[src/rtl/alu_issue_ctrl.sv]
// alu_issue_ctrl: issue/commit controller wrapped around a combinational ALU.
// Accepts one decoded integer op at a time, holds the ALU inputs stable for
// the op's execute window, samples the ALU results on the final execute cycle
// and then either commits them (register file, ICC, Y) or raises a held trap.
module alu_issue_ctrl #(
  parameter int          MULDIV_CYCLES = 4,
  parameter logic [7:0]  TT_DIV_ZERO   = 8'h2A,
  parameter logic [7:0]  TT_TAG_OVF    = 8'h0A
) (
  input  logic        clk,
  input  logic        rst_n,
  input  logic        issue_valid,
  output logic        issue_ready,
  input  logic [5:0]  issue_opcode,
  input  logic [31:0] issue_rs1,
  input  logic [31:0] issue_rs2,
  input  logic [4:0]  issue_rd_addr,
  input  logic        flush,
  output logic [5:0]  alu_opcode,
  output logic [31:0] alu_rs1,
  output logic [31:0] alu_rs2,
  output logic [3:0]  alu_icc_in,
  output logic [31:0] alu_y_in,
  input  logic [31:0] alu_rd,
  input  logic [3:0]  alu_icc_out,
  input  logic [31:0] alu_y_out,
  input  logic        alu_div_zero,
  input  logic        alu_tag_ovf,
  output logic        wb_valid,
  output logic [4:0]  wb_addr,
  output logic [31:0] wb_data,
  output logic [3:0]  icc,
  output logic [31:0] y,
  output logic        trap_valid,
  output logic [7:0]  trap_type,
  input  logic        trap_ack
);

  localparam logic [1:0] S_IDLE = 2'd0;
  localparam logic [1:0] S_EXEC = 2'd1;
  localparam logic [1:0] S_WB   = 2'd2;
  localparam logic [1:0] S_TRAP = 2'd3;

  localparam logic [5:0] OP_NOP = 6'h3F;

  // The counter only has to hold MULDIV_CYCLES-1; keep at least one bit.
  localparam int                CNT_W      = (MULDIV_CYCLES > 1) ? $clog2(MULDIV_CYCLES) : 1;
  localparam logic [CNT_W-1:0]  CNT_MULDIV = CNT_W'(MULDIV_CYCLES - 1);
  localparam logic [CNT_W-1:0]  CNT_ONE    = CNT_W'(1);

  // Multiply/divide ops (plain and cc forms) occupy the long execute window.
  function automatic logic is_muldiv(input logic [5:0] op);
    case (op)
      6'h0A, 6'h0B, 6'h0E, 6'h0F,
      6'h1A, 6'h1B, 6'h1E, 6'h1F: is_muldiv = 1'b1;
      default:                    is_muldiv = 1'b0;
    endcase
  endfunction

  // Condition-code setting ops: every op3 with bit 4 set, plus the tagged
  // add/sub family and MULScc (20..24).
  function automatic logic is_cc(input logic [5:0] op);
    is_cc = op[4] || ((op >= 6'h20) && (op <= 6'h24));
  endfunction

  // Ops whose Y result is architecturally visible: UMUL/SMUL, their cc
  // forms, and MULScc.
  function automatic logic writes_y(input logic [5:0] op);
    case (op)
      6'h0A, 6'h0B, 6'h1A, 6'h1B, 6'h24: writes_y = 1'b1;
      default:                           writes_y = 1'b0;
    endcase
  endfunction

  logic [1:0]       state_q,       state_d;
  logic             issue_ready_q, issue_ready_d;
  logic [CNT_W-1:0] cnt_q,         cnt_d;
  logic [5:0]       op_q,          op_d;
  logic [31:0]      rs1_q,         rs1_d;
  logic [31:0]      rs2_q,         rs2_d;
  logic [4:0]       rd_addr_q,     rd_addr_d;
  logic             wb_valid_q,    wb_valid_d;
  logic [4:0]       wb_addr_q,     wb_addr_d;
  logic [31:0]      wb_data_q,     wb_data_d;
  logic [3:0]       icc_q,         icc_d;
  logic [31:0]      y_q,           y_d;
  logic             trap_valid_q,  trap_valid_d;
  logic [7:0]       trap_type_q,   trap_type_d;

  logic issue_fire;

  // A flush in IDLE must block the handshake in the same cycle, so the
  // registered ready is gated by flush on its way out.
  assign issue_ready = issue_ready_q & ~flush;
  assign issue_fire  = issue_valid & issue_ready;

  assign alu_opcode  = op_q;
  assign alu_rs1     = rs1_q;
  assign alu_rs2     = rs2_q;
  assign alu_icc_in  = icc_q;
  assign alu_y_in    = y_q;
  assign wb_valid    = wb_valid_q;
  assign wb_addr     = wb_addr_q;
  assign wb_data     = wb_data_q;
  assign icc         = icc_q;
  assign y           = y_q;
  assign trap_valid  = trap_valid_q;
  assign trap_type   = trap_type_q;

  // Next-state logic: handshake capture, execute countdown, result sampling
  // into the commit registers (or the trap request), and flush/ack handling.
  // The commit registers (wb_*, icc, y) are loaded on the edge that enters
  // WB, so the write strobe and the new ICC/Y are visible together for the
  // single WB cycle; a flush arriving during WB therefore cannot undo it.
  always_comb begin
    state_d       = state_q;
    issue_ready_d = issue_ready_q;
    cnt_d         = cnt_q;
    op_d          = op_q;
    rs1_d         = rs1_q;
    rs2_d         = rs2_q;
    rd_addr_d     = rd_addr_q;
    wb_valid_d    = 1'b0;
    wb_addr_d     = wb_addr_q;
    wb_data_d     = wb_data_q;
    icc_d         = icc_q;
    y_d           = y_q;
    trap_valid_d  = trap_valid_q;
    trap_type_d   = trap_type_q;

    case (state_q)
      S_IDLE: begin
        if (issue_fire) begin
          state_d       = S_EXEC;
          issue_ready_d = 1'b0;
          op_d          = issue_opcode;
          rs1_d         = issue_rs1;
          rs2_d         = issue_rs2;
          rd_addr_d     = issue_rd_addr;
          cnt_d         = is_muldiv(issue_opcode) ? CNT_MULDIV : '0;
        end else begin
          issue_ready_d = 1'b1;
        end
      end

      S_EXEC: begin
        if (flush) begin
          state_d       = S_IDLE;
          issue_ready_d = 1'b1;
          op_d          = OP_NOP;
        end else if (cnt_q == '0) begin
          op_d = OP_NOP;
          if (alu_div_zero) begin
            state_d      = S_TRAP;
            trap_valid_d = 1'b1;
            trap_type_d  = TT_DIV_ZERO;
          end else if (alu_tag_ovf) begin
            state_d      = S_TRAP;
            trap_valid_d = 1'b1;
            trap_type_d  = TT_TAG_OVF;
          end else begin
            state_d    = S_WB;
            wb_valid_d = (rd_addr_q != 5'd0);
            wb_addr_d  = rd_addr_q;
            wb_data_d  = alu_rd;
            if (is_cc(op_q)) begin
              icc_d = alu_icc_out;
            end
            if (writes_y(op_q)) begin
              y_d = alu_y_out;
            end
          end
        end else begin
          cnt_d = cnt_q - CNT_ONE;
        end
      end

      S_WB: begin
        state_d       = S_IDLE;
        issue_ready_d = 1'b1;
      end

      S_TRAP: begin
        if (flush || trap_ack) begin
          state_d       = S_IDLE;
          issue_ready_d = 1'b1;
          trap_valid_d  = 1'b0;
        end
      end

      default: begin
        state_d       = S_IDLE;
        issue_ready_d = 1'b0;
        op_d          = OP_NOP;
      end
    endcase
  end

  // State registers; reset drops any in-flight op and parks the ALU on no-op.
  always_ff @(posedge clk or negedge rst_n) begin
    if (!rst_n) begin
      state_q       <= S_IDLE;
      issue_ready_q <= 1'b0;
      cnt_q         <= '0;
      op_q          <= OP_NOP;
      rs1_q         <= '0;
      rs2_q         <= '0;
      rd_addr_q     <= '0;
      wb_valid_q    <= 1'b0;
      wb_addr_q     <= '0;
      wb_data_q     <= '0;
      icc_q         <= '0;
      y_q           <= '0;
      trap_valid_q  <= 1'b0;
      trap_type_q   <= '0;
    end else begin
      state_q       <= state_d;
      issue_ready_q <= issue_ready_d;
      cnt_q         <= cnt_d;
      op_q          <= op_d;
      rs1_q         <= rs1_d;
      rs2_q         <= rs2_d;
      rd_addr_q     <= rd_addr_d;
      wb_valid_q    <= wb_valid_d;
      wb_addr_q     <= wb_addr_d;
      wb_data_q     <= wb_data_d;
      icc_q         <= icc_d;
      y_q           <= y_d;
      trap_valid_q  <= trap_valid_d;
      trap_type_q   <= trap_type_d;
    end
  end

endmodule

[config.mk]
export PLATFORM = sky130hd
export DESIGN_NAME = alu_issue_ctrl
export DESIGN_NICKNAME = d
export VERILOG_FILES = /design/src/rtl/alu_issue_ctrl.sv
export SDC_FILE = /design/constraint.sdc
export NUM_CORES = 1
export LEC_CHECK = 0
export CAP_MARGIN = 40
export CORE_MARGIN = 4
export CORE_UTILIZATION = 43
export CTS_BUF_LIST = sky130_fd_sc_hd__clkbuf_4 sky130_fd_sc_hd__clkbuf_8 sky130_fd_sc_hd__clkbuf_16
export CTS_CLUSTER_DIAMETER = 50
export DETAILED_ROUTE_END_ITERATION = 7
export PLACE_DENSITY = 0.95
export SYNTH_ARGS = -nofsm -noshare
export SYNTH_HDL_FRONTEND = slang
export SYNTH_SLANG_ARGS = --single-unit
[constraint.sdc]
create_clock -name clk -period 3.6 [get_ports clk]
set_input_delay 0.36 -clock clk [delete_from_list [all_inputs] [get_ports clk]]
set_output_delay 0.36 -clock clk [all_outputs]
set_load 0.02 [all_outputs]
Word-level counts from Yosys, hierarchy flattened
Memory sizes are Yosys's and may differ from the RTL's.
Index checks and enable logic that the tools add are counted.
{ "totals": {"input_bits": 150, "mem_count": 1, "romBits": 32, "output_inout_bits": 190, "reg_bits": 163} }
{ "classes": {"eq_ne": 16, "bitwise": 5, "magnitude_cmp": 2, "reduce_logical": 20, "muxes": 42, "add_sub_neg": 1} }
{ "mem_list": {"columns": ["name", "depth", "width", "read_ports", "rd_ports_with_merged_regs", "write_ports", "line", "source"], "rows": [
  ["(name not given)", 32, 1, 1, 0, 0, "53", "case (op)"]
]} }
{ "ops": {"columns": ["op", "n"], "rows": [
  ["$mux W1", 24],
  ["$mux W6", 3],
  ["$mux W2", 8],
  ["$mux W8", 2],
  ["$eq A6 B4 Y1 const B", 2],
  ["$eq A6 B5 Y1 const B", 2],
  ["$ne A2 B2 Y1 const B", 6],
  ["$pmux W6 S2", 1],
  ["$reduce_and A6 Y1", 2],
  ["$reduce_and A5 Y1", 2],
  ["$pmux W2 S4", 1],
  ["$reduce_and A4 Y1", 2],
  ["$eq A6 B6 Y1 const B", 1],
  ["$ge A6 B6 Y1 const B", 1],
  ["$le A6 B6 Y1 const B", 1],
  ["$ne A3 B3 Y1 const B", 2],
  ["$reduce_and A3 Y1", 2],
  ["$reduce_bool A2 Y1", 3],
  ["$reduce_bool A5 Y1", 1],
  ["$reduce_or A5 Y1", 1],
  ["$eq A2 B2 Y1 const B", 2],
  ["$logic_not A2 Y1", 2],
  ["$pmux W1 S4", 1],
  ["$pmux W2 S2", 1],
  ["other kinds (8)", 13]
]} }

Longest topological paths before layout
{ "logic_depth": {"word_depth": 9, "ltp_mapped": 7, "depth_no_buf": 6} }

Worst setup path before layout
OpenSTA, ideal clock, no wires.
{ "synth_path": {"path_kind": "register to register", "start": "reg cnt_q[0]", "end": "reg y_q[0], in the netlist alu_y_in[0]", "synth_period_minus_slack_ps": 1886, "path_stages_with_launch": 8, "n_path_buf": 1, "setup_slack_ps": 1714, "arrival_time_ps": 1761, "required_ps": 3475, "cell_sequence": "dfrtp_1 -> inv_1 -> ha_1 -> and4bb_2 -> nand2_1 -> nor2_1 -> buf_4 -> mux2_2"} }
{ "synth_between": {"elab_chain_len": 2} }
{ "synth_lines": {"columns": ["element", "line", "source"], "rows": [
  ["from (decl)", "77", "logic [CNT_W-1:0] cnt_q, cnt_d;"],
  ["from (signal assigned)", "219", "cnt_q <= cnt_d;"],
  ["$logic_not A2 Y1", "151", "end else if (cnt_q == '0) begin"],
  ["$reduce_and A6 Y1 (no source line)", null, null],
  ["to (signal assigned)", "228", "y_q <= y_d;"],
  ["to (decl)", "86", "logic [31:0] y_q, y_d;"]
]} }
Every way passes these cells.
A chain may end at the register's enable or synchronous reset.

Worst setup path after layout
{ "layout_path": {"start": "reg state_q[0]", "end": "reg rs1_q[14], in the netlist alu_rs1[14]"} }
{ "layout_between": {"elab_chain_len": 2} }
{ "layout_lines": {"columns": ["element", "line", "source"], "rows": [
  ["from (decl)", "75", "logic [1:0] state_q, state_d;"],
  ["from (signal assigned)", "217", "state_q <= state_d;"],
  ["$logic_not A2 Y1", "131", "case (state_q)"],
  ["$reduce_and A2 Y1 (no source line)", null, null],
  ["to (signal assigned)", "221", "rs1_q <= rs1_d;"],
  ["to (decl)", "79", "logic [31:0] rs1_q, rs1_d;"]
]} }
Every way passes these cells.

==> out/metrics.yaml <==
outcome: "complete, but fails checks"
violated_checks: "negative hold slack"
final.setup.tns_ns: 0
port_buffers: 334
placementRows: 44
initial_core_util_pct: 44.4
timing.critical_path.required_ns: 3.90
synth.ff_latch_count: 157
netlist_top_cells_area: "sky130_fd_sc_hd__dfrtp_1 (58%), sky130_fd_sc_hd__mux2_2 (17%), sky130_fd_sc_hd__mux2_4 (10%), sky130_fd_sc_hd__buf_4 (5.2%), sky130_fd_sc_hd__dfstp_2 (2.4%)"
final_period_minus_worst_setup_slack_ns: 2.33
drtIter0Drc: 130
crit_path_start_kind: "register"
clock-skew-final_ns: 0.0125
synth-edff-count: 0
timing.critical_path.to: "alu_rs1[14]"
setup.worst_path.class: "register to register"
drt_antenna_net_count: 0
track_usage_pct: 22.5
final.period_utilization_pct: 64.6
total_inserted_antenna_cells: 0
first_global_vias: 5201
synth_commonest_cells: "sky130_fd_sc_hd__dfrtp_1 (151), sky130_fd_sc_hd__mux2_2 (97), sky130_fd_sc_hd__buf_4 (45), sky130_fd_sc_hd__mux2_4 (44)"
share_of_async_settable_or_async_resettable_flops_after_synthesis_pct: 100
cp-startpoint: "state_q[0]"
worst-endpoint-arrival_ns: 2.63
max_cap_viol_count: 0
hpwlAfterDp_um: 14700
timing.reg2reg.setup_slack_ns: 1.27
max_freq_mhz: 430
pin_count_of_the_biggest_net_entering_global_routing: 89
avgRoutedWirePerCell_um: 21.3
nFillCells: 933
worst_hold_path_type: "primary input to async pin"
path_max_fanout: 53
grt_remaining_overflow: 0
cts-hold-fix-buffers: 0
postCtsSetupRepairBufs: 0
power.leakage_nw: 4.58
rr_worst_depth: 3
yosysSeqAreaShare_pct: 60.3
slew_violations: 0
dr_total_vias: 4624
core_region_area_um2: 14700
avgViaCountPerCell: 5.02
top_level_ports: 340
place_congestion: 0.839
vdd_drop_max_v: 0.000631
postSynthAreaPerCell_um2: 15.5
unrepaired_setup_endpoints_after_global_routing: "no"
ctsResizeCount: 0
synth_top_cell_by_area: "sky130_fd_sc_hd__dfrtp_1"
postSynthCellCount: 420
cts.root.buffer_cell: "sky130_fd_sc_hd__clkbuf_16"
grt_pass1_wl_um: 30300
synthMostInstantiatedCell: "sky130_fd_sc_hd__dfrtp_1"
syn_to_final_growth_pct: 57.9
finalNetCount: 875
clk_transition_reported_paths_ns: 0.06
drt-pass1-iter-count: 4
endpoint_kind: "register"
clock_tree.htree_level_count: 4
yosys_most_used_dff: "sky130_fd_sc_hd__dfrtp_1"
synth_largest_type_area_fraction_pct: 57.9
routed_wl_um: 19600
max-slew-margin-rel_pct: 44.0
tritoncts_clock_tree: "built"
die_area_um2: 17200
timing_hold_violations_final: 5
die_h_um: 131
drt_drc_violations_left: 0
yosysWarnings: 0
crit-reg2reg-launch: "state_q[0]"
setup_viol: 0
drive_above_1_share_pct: 26.2
powerDensity_nw_per_um2: 755
total_clock_buffers_created_by_cts: 17
antenna_found_initial: 0
yosys.cell_types.count: 32
synthesized_area_um2: 6530
cts.path.max_buffers: 2
worst_slew_pin_slew_ns: 0.840
clk_latency_ns: 0.42
holdWs_ns: -0.00864
die-width_um: 131
clock_sink_count: 157
critical_path.reg2reg.endpoint: "alu_rs1[14]"
sequential cells by signal, summed over array words and instances, names as in the netlist:
register,flops
alu_y_in,32
alu_rs1,32
issue_ready_q,1
trap_type,2
alu_opcode,6
alu_rs2,32
trap_valid,1
alu_icc_in,4
wb_data,32
wb_addr,5
rd_addr_q,5
state_q,2
cnt_q,2
wb_valid,1
cells by family after synthesis:
kind of cell | Yosys count | synth area share, %
fa+ha+maj | 1 | 0.192
simple gates | 29 | 2.53
buf+inv | 62 | 7.01
mux | 142 | 27.0
other cells | 1 | 0.0574
compound gates | 28 | 2.91
flops | 157 | 60.3
power by group:
part	internal, W	switching [W]
Clock	0.00103	0.000767
Combinational	0.00176	0.00143
Sequential	0.00239	0.000418
area by class of cell:
cell class | instances | area, um^2 | share of cell area (%)
flip-flops and latches | 157 | 3940 | 38.2
clock buffers | 17 | 425 | 4.13
repair buffers | 341 | 3400 | 32.9
clock inverters | 15 | 159 | 1.54
inverters | 2 | 7.51 | 0.0728
well taps | 184 | 230 | 2.23
multi-input cells | 205 | 2160 | 20.9
cells in the final DEF, fill, tap and decap left out, types with 2 or more instances in the layout:
master                            synthesis  routed
sky130_fd_sc_hd__dfrtp_1                151     151
sky130_fd_sc_hd__nor2_1                   7       6
sky130_fd_sc_hd__nand2_1                  7       6
sky130_fd_sc_hd__dfstp_2                  6       6
sky130_fd_sc_hd__clkbuf_16                0      17
sky130_fd_sc_hd__conb_1                   1       5
sky130_fd_sc_hd__nand2b_1                 4       4
sky130_fd_sc_hd__clkinvlp_4               0       3
sky130_fd_sc_hd__a21oi_1                  6       6
sky130_fd_sc_hd__bufinv_16                0       2
sky130_fd_sc_hd__mux2_4                  44      44
sky130_fd_sc_hd__mux2_2                  97      97
sky130_fd_sc_hd__clkdlybuf4s50_1          0     333
sky130_fd_sc_hd__inv_6                    0       6
sky130_fd_sc_hd__clkinv_2                 0       3
sky130_fd_sc_hd__inv_1                    2       2
sky130_fd_sc_hd__o22a_1                   6       6
sky130_fd_sc_hd__nor3_1                   2       2
sky130_fd_sc_hd__buf_4                   45       7
sky130_fd_sc_hd__o21ai_0                  9       9
sky130_fd_sc_hd__nor2b_1                  3       3
through the flow:
stage                     util, %  setup WS, ns  instances  total power, W  instance area, um^2
after floorplan                 -          1.71        424         0.00437                 6550
after global placement       66.2         0.963        889         0.00589                 9730
after detailed placement     66.2         0.894        889         0.00602                 9730
after CTS                    70.1          1.31        921         0.00786                10300
after global routing         70.1          1.22        921         0.00811                10300
final                        70.1          1.27        921         0.00779                10300
worst max-delay path, cell delays in order (launching register included):
cell                      delay, ns
sky130_fd_sc_hd__dfrtp_1       0.50
sky130_fd_sc_hd__or4_4         0.94
sky130_fd_sc_hd__buf_4         0.38
sky130_fd_sc_hd__mux2_4        0.34
metal layers:
| metal | track usage [%] | routed length (um) | up-vias |
|---|---|---|---|
| li1 | - | - | 2032 |
| met1 | 24.0 | 7150 | 2322 |
| met2 | 41.0 | 10400 | 233 |
| met3 | 8.10 | 1520 | 37 |
| met4 | 8.28 | 501 | 0 |
| met5 | 0 | 0 | - |
worst min path at each step:
stage                                to  slack (ns)  cells after the start
after floorplan           alu_icc_in[0]        0.06                      0
after global placement      alu_rs1[15]        0.45                      1
after detailed placement    alu_rs1[23]        0.47                      1
after CTS                   alu_rs1[23]        0.02                      1
after global routing        alu_rs1[16]        0.04                      1
final                       alu_rs1[23]      -0.009                      1
No activity file was read; power rests on OpenSTA's default activity.
